===== src/rtl/id_ex_stage_register_bank.sv =====
// ID/EX pipeline register bank: DEPTH stages carrying the decoded bundle,
// with async reset, stall, flush, valid tracking and a bubble counter.
//
// Ports:
//   clock, reset                 rising-edge clock, async active-high reset
//   stall, flush                 hold all stages / squash all (flush wins)
//   in_valid, in_ctrl, in_rs_data, in_rt_data, in_imm,
//   in_dest_reg, in_write_destination_reg      bundle from ID
//   out_valid, out_ctrl, out_rs_data, out_rt_data, out_imm,
//   out_dest_reg, out_write_destination_reg    bundle of last stage
//   bubble_count                 saturating count of bubbles created
module id_ex_stage_register_bank #(
  parameter int CTRL_WIDTH     = 8,
  parameter int DATA_WIDTH     = 32,
  parameter int REG_ADDR_WIDTH = 5,
  parameter int DEPTH          = 1,
  parameter logic [CTRL_WIDTH-1:0] BUBBLE_CTRL = '0,
  parameter int CNT_WIDTH      = 16
) (
  input  logic                      clock,
  input  logic                      reset,
  input  logic                      stall,
  input  logic                      flush,
  input  logic                      in_valid,
  input  logic [CTRL_WIDTH-1:0]     in_ctrl,
  input  logic [DATA_WIDTH-1:0]     in_rs_data,
  input  logic [DATA_WIDTH-1:0]     in_rt_data,
  input  logic [DATA_WIDTH-1:0]     in_imm,
  input  logic [REG_ADDR_WIDTH-1:0] in_dest_reg,
  input  logic                      in_write_destination_reg,
  output logic                      out_valid,
  output logic [CTRL_WIDTH-1:0]     out_ctrl,
  output logic [DATA_WIDTH-1:0]     out_rs_data,
  output logic [DATA_WIDTH-1:0]     out_rt_data,
  output logic [DATA_WIDTH-1:0]     out_imm,
  output logic [REG_ADDR_WIDTH-1:0] out_dest_reg,
  output logic                      out_write_destination_reg,
  output logic [CNT_WIDTH-1:0]      bubble_count
);

  if (DEPTH < 1 || DEPTH > 4) begin : g_bad_depth
    $error("id_ex_stage_register_bank: DEPTH must be 1..4");
  end

  localparam logic [CNT_WIDTH-1:0] CNT_MAX = '1;

  logic                      valid_q [DEPTH];
  logic [CTRL_WIDTH-1:0]     ctrl_q  [DEPTH];
  logic [DATA_WIDTH-1:0]     rs_q    [DEPTH];
  logic [DATA_WIDTH-1:0]     rt_q    [DEPTH];
  logic [DATA_WIDTH-1:0]     imm_q   [DEPTH];
  logic [REG_ADDR_WIDTH-1:0] dest_q  [DEPTH];
  logic                      write_q [DEPTH];

  // Select rather than AND so X on in_ctrl cannot leak into a bubble.
  logic [CTRL_WIDTH-1:0] s0_ctrl;
  logic                  s0_write;
  logic                  bubble_now;

  always_comb begin
    s0_ctrl    = in_valid ? in_ctrl : BUBBLE_CTRL;
    s0_write   = in_write_destination_reg & in_valid;
    bubble_now = flush | (~stall & ~in_valid);
  end

  always_ff @(posedge clock or posedge reset) begin
    if (reset) begin
      for (int k = 0; k < DEPTH; k++) begin
        valid_q[k] <= 1'b0;
        ctrl_q[k]  <= BUBBLE_CTRL;
        write_q[k] <= 1'b0;
        rs_q[k]    <= '0;
        rt_q[k]    <= '0;
        imm_q[k]   <= '0;
        dest_q[k]  <= '0;
      end
    end else if (flush) begin
      // Data and dest fields keep their values; only control is squashed.
      for (int k = 0; k < DEPTH; k++) begin
        valid_q[k] <= 1'b0;
        ctrl_q[k]  <= BUBBLE_CTRL;
        write_q[k] <= 1'b0;
      end
    end else if (!stall) begin
      valid_q[0] <= in_valid;
      ctrl_q[0]  <= s0_ctrl;
      write_q[0] <= s0_write;
      rs_q[0]    <= in_rs_data;
      rt_q[0]    <= in_rt_data;
      imm_q[0]   <= in_imm;
      dest_q[0]  <= in_dest_reg;
      for (int k = 1; k < DEPTH; k++) begin
        valid_q[k] <= valid_q[k-1];
        ctrl_q[k]  <= ctrl_q[k-1];
        write_q[k] <= write_q[k-1];
        rs_q[k]    <= rs_q[k-1];
        rt_q[k]    <= rt_q[k-1];
        imm_q[k]   <= imm_q[k-1];
        dest_q[k]  <= dest_q[k-1];
      end
    end
  end

  always_ff @(posedge clock or posedge reset) begin
    if (reset) begin
      bubble_count <= '0;
    end else if (bubble_now && bubble_count != CNT_MAX) begin
      bubble_count <= bubble_count + 1'b1;
    end
  end

  assign out_valid                 = valid_q[DEPTH-1];
  assign out_ctrl                  = ctrl_q[DEPTH-1];
  assign out_rs_data               = rs_q[DEPTH-1];
  assign out_rt_data               = rt_q[DEPTH-1];
  assign out_imm                   = imm_q[DEPTH-1];
  assign out_dest_reg              = dest_q[DEPTH-1];
  assign out_write_destination_reg = write_q[DEPTH-1];

endmodule


===== config.mk =====
export PLATFORM = sky130hd
export DESIGN_NAME = id_ex_stage_register_bank
export DESIGN_NICKNAME = d
export VERILOG_FILES = /design/src/rtl/id_ex_stage_register_bank.sv
export SDC_FILE = /design/constraint.sdc
export NUM_CORES = 1
export LEC_CHECK = 0
export CAP_MARGIN = 30
export CORE_ASPECT_RATIO = 0.6
export CORE_MARGIN = 8
export CORE_UTILIZATION = 44
export CTS_CLUSTER_DIAMETER = 30
export CTS_CLUSTER_SIZE = 8
export DETAILED_ROUTE_END_ITERATION = 6
export PLACE_DENSITY = 0.85
export SETUP_SLACK_MARGIN = 0.05
export SYNTH_ARGS = -nofsm -noshare
export SYNTH_HDL_FRONTEND = slang
export SYNTH_SLANG_ARGS = --single-unit

===== constraint.sdc =====
create_clock -name clock -period 11.17 [get_ports clock]
set_clock_uncertainty 0.15 [all_clocks]
set_input_delay 1.117 -clock clock [delete_from_list [all_inputs] [get_ports clock]]
set_output_delay 1.117 -clock clock [all_outputs]
set_load 0.02 [all_outputs]

==> Yosys cells after proc, flatten, opt, wreduce, memory -nomap -nowiden <==
Cells that the tools add are included.
W data, S select, Z words.
{ "totals": {"out_inout_bits": 127, "elab_cells": 26, "reg_bits": 127, "input_bits": 115} }
{ "classes": {"n_bitwise": 6, "n_eq_ne": 2, "reduce_logical": 2, "n_addsub": 1, "mux": 7} }
{ "op_table": {"columns": ["op", "n"], "rows": [
  ["$mux W8", 3],
  ["$add A16 B1 Y16 const B", 1],
  ["$ne A16 B16 Y1 const B", 1],
  ["$mux W1", 4],
  ["$not A1 Y1", 3],
  ["$and A1 B1 Y1", 2],
  ["$ne A2 B1 Y1 const B", 1],
  ["$reduce_and A2 Y1", 1],
  ["$logic_and A1 B1 Y1", 1],
  ["$or A1 B1 Y1", 1]
]} }

==> Logic depth before layout (Yosys ltp) <==
Gate-level depths: netlist (run 1).
{ "logic_depth": {"ltp_word": 4, "depth_mapped": 5, "ltp_nobuf": 5} }

==> Worst setup path after synthesis (run 1) <==
OpenSTA, ideal clock, no wires.
{ "synth_timing": {"path_type": "input-to-reg", "startpoint": "in in_valid", "endpoint": "reg bubble_count[11]", "arrival_time_ps": 2090, "slack_ps": 8802, "required_time_ps": 10892, "stages": 5, "path_cell_list": "buf_6 o21bai_4 and4b_2 nand3_2 mux2_1"} }
{ "synth_via": {"elab_chain_cells": 4} }
{ "synth_rtl": {"columns": ["element", "line_no", "rtl"], "rows": [
  ["start, declared", "24", "input logic in_valid,"],
  ["$not A1 Y1", "63", "bubble_now = flush | (~stall & ~in_valid);"],
  ["$and A1 B1 Y1", "63", null],
  ["$or A1 B1 Y1", "63", null],
  ["$logic_and A1 B1 Y1", "107", "end else if (bubble_now && bubble_count != CNT_MAX) begin"],
  ["end signal, assigned", "108", "bubble_count <= bubble_count + 1'b1;"],
  ["end, declared", "38", "output logic [CNT_WIDTH-1:0] bubble_count"]
]} }
No other way between the ends.
A chain may end at the register's enable or synchronous reset.

==> Worst setup path after layout (run 1) <==
{ "layout_timing": {"startpoint": "in stall", "endpoint": "reg rt_q (netlist bit out_rt_data[31])"} }
{ "layout_via": {"elab_chain_cells": 2} }
{ "layout_rtl": {"columns": ["element", "line_no", "rtl"], "rows": [
  ["start, declared", "22", "input logic stall,"],
  ["$not A1 Y1 (no source line)", null, null],
  ["$reduce_and A2 Y1 (no source line)", null, null],
  ["end signal, assigned by index", "97", "rt_q[k] <= rt_q[k-1];"],
  ["end, declared", "50", "logic [DATA_WIDTH-1:0] rt_q [DEPTH];"]
]} }
No other way between the ends.

==> results.md, run 1 <==
* Status: complete, no violations
* Final Util at 0.728
* Area grow syn2layout at 62.7%
* Max Cap Viol at 0
* Antenna violations before repair at 0
* Slew Limit Fails at 0
* Crit start category: primary input
* Gate Count Post-Synth at 341
* Detailed Route WL at 14300 µm
* Synth Net Count at around 460
* Die width at 154 µm
* Seq cells post-synth at approximately 130
* Final hold slack at 0.353 ns
* Setup Viol. Count Final at 0
* Critical Path Fanout Max at 69
* Final Hold Viols at 0
* Post-cts sizing count at 0
* Worst-margin pin slew at approximately 0.89 ns
* # diodes at 0
* DR WL/cell at 19.2 µm
* Max frequency at 252 MHz
* Final Non-Filler Cells at 744
* Critical Path RT at 11.29 ns
* Yosys warning total at 0
* Post-synth EDFFs at 0
* Hpwl dp at 10800 µm
* Post-synth top flop: dfrtp_1
* PD cells at 191 nW/µm²
* Clock Tree Root: clkbuf_16
* Die area at 15100 µm²
* Min-delay worst type: reg2reg
* Clock-pin slew on the worst setup and hold paths at 0.05 ns
* Vias in the first global route at 4020
* Layout cells sized above 1 at 0.243
* Placed Instance Area at 7520 µm²
* Worst vdd ir at 133 µV
* Leak at 3.34 nW
* Post-synthesis cell area at 5000 µm²
* GPL Wtd Cong at 0.793
* Clk_lat worst skew at 0.39 ns
* Critical path data arrival time at 4.10 ns
* Sequential area share after synthesis at 0.635
* FF-to-FF setup slack at 9.32 ns
* # rows at 30
* # hold bufs at CTS at 0
* CTS sink cnt at 127
* Unrepaired setup endpoints after global routing: false
* First-pass GRT wire length at 22600 µm
* Async SR Flop Fraction at 1.00
* Final instance area at approximately 8100 µm²
* Mean Syn Cell Area at 14.7 µm²
* Ports at 242
* TritonCTS buffer count at 17
* Core area at 11200 µm²
* Grt total ovfl at 0
* Post-CTS setup buffer count at 0
* Antenna Nets Post-Route at 0
* DRT Pass-1 Iters at 4
* Synth unique cells at 37
* Vias per cell at 4.89
* Initial Utilization at 0.447
* Total GRT Usage at 0.189
* Drt initial violations at 153
* Endpoint type of the worst setup path: register
* CTS tree: done
* DP Cell Count at 713
* CTS H-Tree Depth at 4
* Critical path class: in2reg
* Sum Neg Setup Slack at 0 ns
* Fin crit period at 3.97 ns
* Pin count of the biggest net entering global routing at 71
* Clock buffer depth at 2
* Final layout net count at 704
* Routed vias at 3641
* Fin crit share at 0.356
* Port Buffer Count at roughly 240
* # DRC at 0
* Worst slew margin at 0.402
* Die height at 98.6 µm
## power breakdown
group          switching, mW  internal [mW]
logic                  0.182          0.215
clock network          0.190          0.384
registers             0.0490          0.531
total                  0.422           1.13
## path summary, 6_finish.rpt
path	start	endpoint	cells after the start
max	stall	out_rt_data[31]$_DFFE_PP0P_	4
min	out_imm[1]$_DFFE_PP0P_	out_imm[1]$_DFFE_PP0P_	1
max reg2reg	bubble_count[0]$_DFFE_PP0P_	bubble_count[1]$_DFFE_PP0P_	5
min reg2reg	out_imm[1]$_DFFE_PP0P_	out_imm[1]$_DFFE_PP0P_	1
max in group asynchronous	reset	bubble_count[7]$_DFFE_PP0P_	3
min in group asynchronous	reset	out_rt_data[19]$_DFFE_PP0P_	2
## cell usage after synthesis (all sizes together) (2+ instances only)
library cell  count  area share
or2               2      0.0035
nor4              2      0.0025
o21ai             3      0.0038
xor2              3      0.0053
dfrtp           127        0.64
nor3              2      0.0020
nand4             3      0.0050
nand2            11      0.0083
o21bai            2      0.0053
nand2b            2      0.0025
a21oi            11       0.011
xnor2             4      0.0070
mux2            106        0.24
nand3             7      0.0080
buf              14       0.020
nor2             28       0.021
a22oi             2      0.0030
## layout by cell type (no fill, tap or decap), drive strengths merged
master and n:
clkdlybuf4s50 241, dfrtp 127, mux2 106, nor2 28, clkbuf 21, a21oi 11, nand2 11, nand3 7
xnor2 4, bufinv 4, xor2 3, clkinvlp 3, nand4 3, o21ai 3, clkinv 3, a22oi 2
or2 2, nor4 2, nand2b 2, nor3 2, buf 2, o21bai 2, inv 1, and3 1
and2 1, and4b 1, and4 1, nor2b 1, nor3b 1, o22a 1, o31ai 1, nand4b 1
ha 1
## logic make-up after synthesis
group	count (synthesis)	synth area share
multiplexers	106	0.239
AO/OA/AOI/OAI	20	0.0263
buffers and inverters	16	0.0210
adder cells (fa/ha/maj)	1	0.00250
flip-flops	127	0.635
XOR/XNOR	7	0.0123
AND/OR/NAND/NOR	64	0.0640
## worst max-delay path: stages
cell and delay (ns):
clkdlybuf4s50_1 0.79, nor2_4 0.88, buf_4 0.80, mux2_2 0.42
## final cells by class
cell class	instances	area, µm²
flip-flops and latches	127	3180
inverters	1	6.26
multi-input cells	198	1730
clock inverters	10	161
fillers	731	3050
clock buffers	21	460
well taps	144	180
repair buffers	243	2430
## per-layer routing
layer	GRT usage	part of all wire
met3	0.0979	0.11
met2	0.301	0.47
met1	0.220	0.41
met5	0	0
met4	0.0569	0.0079
## stage by stage
| step | setup slack, ns | power, mW |
|---|---|---|
| after floorplan | 6.52 | 0.770 |
| after global placement | 6.91 | 0.976 |
| after detailed placement | 6.79 | 0.989 |
| after CTS | 7.21 | 1.57 |
| after global routing | 7.03 | 1.62 |
| final | 7.20 | 1.55 |
No activity file was read; power rests on OpenSTA's default activity.
==> run 2: changes to the inputs <==
--- a/config.mk
+++ b/config.mk
@@ -8,11 +8,11 @@
 export CAP_MARGIN = 30
 export CORE_ASPECT_RATIO = 0.6
 export CORE_MARGIN = 8
-export CORE_UTILIZATION = 44
+export CORE_UTILIZATION = 41
 export CTS_CLUSTER_DIAMETER = 30
 export CTS_CLUSTER_SIZE = 8
 export DETAILED_ROUTE_END_ITERATION = 6
-export PLACE_DENSITY = 0.85
+export PLACE_DENSITY = 0.8
 export SETUP_SLACK_MARGIN = 0.05
 export SYNTH_ARGS = -nofsm -noshare
 export SYNTH_HDL_FRONTEND = slang
==> constraint.sdc (replaced) <==
create_clock -name clock -period 3.7 [get_ports clock]
set_clock_uncertainty 0.15 [all_clocks]
set_input_delay 0.37 -clock clock [delete_from_list [all_inputs] [get_ports clock]]
set_output_delay 0.37 -clock clock [all_outputs]
set_load 0.02 [all_outputs]
==> run 2 against run 1 <==
  * Critical path depth unchanged
  * Setup slack worse by 5.8 ns
  * Die area up 6.3%
  * Global-route usage down 0.90 points
  * Worst hold slack worse by 0.20 ns
  * Via count up 2.5%
  * Clock power rose to 2.7 times the previous value
  * Final cell count up 3.5%
==> results.md, run 2 (same netlist as run 1, synthesis figures left out) <==
* Sum Neg Setup Slack at 0 ns (unchanged)
* Commonest non-fill, non-tap cell in the layout: clkdlybuf4s50_1
* # rows at 31 (+3.3%)
* Topmost layer with routed signal wires: met4
* Drt initial violations at 170 (+11%)
* CTS H-Tree Depth at 4 (unchanged)
* Slew Limit Fails at 0 (unchanged)
* First-pass GRT wire length at 22400 µm (-1.2%)
* # diodes at 0 (unchanged)
* Critical path class: in2reg
* Initial Utilization at 0.417 (-0.0298)
* CTS sink cnt at 127 (unchanged)
* Setup Viol. Count Final at 0 (unchanged)
* Vias per cell at 4.85 (-0.99%)
* TritonCTS buffer count at 17 (unchanged)
* Antenna violations before repair at 0 (unchanged)
* Final layout net count at 708 (+0.57%)
* Detailed Route WL at 14600 µm (+2.1%)
* Multi-input gate area at 1730 µm² (unchanged)
* Port Buffer Count at 241 (unchanged)
* Grt total ovfl at 0 (unchanged)
* Endpoint type of the worst setup path: register
* Die area at 16100 µm² (+6.3%)
* Status: complete, no violations
* # hold bufs at CTS at 0 (unchanged)
* Layout cells sized above 1 at 0.253 (+0.00956)
* Core area at 12000 µm² (+7.1%)
* Pin count of the biggest net entering global routing at 52 (-27%)
* Worst slew margin at 0.492 (+0.0900)
* Max Cap Viol at 0 (unchanged)
* CTS tree: done
* Clock buffer depth at 2 (unchanged)
* Critical Path Fanout Max at 50 (-28%)
* Routed vias at 3731 (+2.5%)
* Leak at 3.34 nW (about the same)
* Hpwl dp at 11200 µm (+3.5%)
* FF+latch area at 3180 µm² (unchanged)
* Clock-pin slew on the worst setup and hold paths at 0.06 ns (about the same)
* Total GRT Usage at 0.180 (-0.00898)
* Min-delay worst type: in2async
* Length of routed wiring on met1 at 5600 µm (-5.3%)
* Die height at 102 µm (+3.0%)
* Ports at 242 (unchanged)
* DRT Pass-1 Iters at 4 (unchanged)
* Post-CTS setup buffer count at 0 (unchanged)
* Max frequency at ~440 MHz
* Unrepaired setup endpoints after global routing: false
* Fillers at 868 (+19%)
* Clk_lat worst skew at 0.40 ns (about the same)
* Final instance area at 8160 µm² (+0.29%)
* Vias in the first global route at 4092 (+1.8%)
* Critical path data arrival time at 2.40 ns (-1.70 ns)
* Fin crit period at 2.28 ns
* Area grow syn2layout at 63.2%
* Placed Instance Area at 7600 µm² (+1.1%)
* Worst-margin pin slew at 0.759 ns (-0.135 ns)
* WL met2 at 6790 µm (+1.4%)
* Clock Tree Root: clkbuf_16
* Final Hold Viols at 0 (unchanged)
* Worst vdd ir at 358 µV (+170%)
* Met3 wire len at 2070 µm (+34%)
* GPL Wtd Cong at 0.810 (+2.1%)
* Antenna Nets Post-Route at 0 (unchanged)
* # DRC at 0 (unchanged)
* PD cells at 555 nW/µm² (+190%)
* Post-cts sizing count at 0 (unchanged)
* Critical Path RT at 3.83 ns (-7.46 ns)
* Crit start category: primary input
* Most frequent cells in the layout: 241 x clkdlybuf4s50_1, 127 x dfrtp_1, 105 x mux2_2
* Fin crit share at 0.616
* DR WL/cell at 18.9 µm (-1.4%)
* Die width at 159 µm (+3.2%)
[run 2: cell count changes in the layout (fill, tap and decap cells not counted), sizes merged]
cell      delta
buf          +4
clkinvlp     +1
inv          +3
clkinv       +4
clkbuf       -4
bufinv       -3
[run 2: stage by stage]
stage	hold WS (ns)	utilization	setup slack [ns]	cells	power (mW)
3_5_place_dp	0.344	0.634	1.02	738	3.00
2_1_floorplan	0.372	-	1.61	341	2.33
3_3_place_gp	0.337	0.633	1.10	737	2.96
4_1_cts	0.150	0.681	1.44	770	4.59
6_report	0.151	0.681	1.42	770	4.53
5_1_grt	0.165	0.681	1.29	770	4.75
[run 2: critical path, cell delays in order]
cell and delay, ns:
clkdlybuf4s50_1 0.80, nor2_4 0.23, buf_4 0.55, mux2_2 0.42
[run 2: cell type report]
cell class	instances	area share
Inverter	1	0.000920
Multi-Input combinational cell	198	0.211
Sequential cell	127	0.389
Clock buffer	17	0.0521
Tap cell	165	0.0253
Clock inverter	15	0.0169
Timing Repair Buffer	247	0.304
[run 2: path summary, 6_finish.rpt]
check / slack, ns / endpoint / from / depth (start not counted)
min: 0.15 / out_rt_data[15]$_DFFE_PP0P_ / reset / 2
min in group clock: 0.35 / out_rs_data[17]$_DFFE_PP0P_ / out_rs_data[17]$_DFFE_PP0P_ / 1
max: 1.42 / out_rt_data[7]$_DFFE_PP0P_ / stall / 4
max in group asynchronous: 2.44 / out_rt_data[10]$_DFFE_PP0P_ / reset / 4
min reg2reg: 0.35 / out_rs_data[17]$_DFFE_PP0P_ / out_rs_data[17]$_DFFE_PP0P_ / 1
max reg2reg: 1.60 / bubble_count[5]$_DFFE_PP0P_ / bubble_count[0]$_DFFE_PP0P_ / 5
[run 2: layer usage]
metal | vias to the layer above | track usage
li1 | 1711 | -
met1 | 1814 | 0.207
met2 | 197 | 0.288
met3 | 9 | 0.103
met4 | 0 | 0.0440
met5 | - | 0
[run 2: report_power, final]
group | leakage (nW) | switching [mW] | internal, mW
logic | 1.55 | 0.560 | 0.654
clock network | 0.270 | 0.634 | 0.932
registers | 1.52 | 0.150 | 1.60
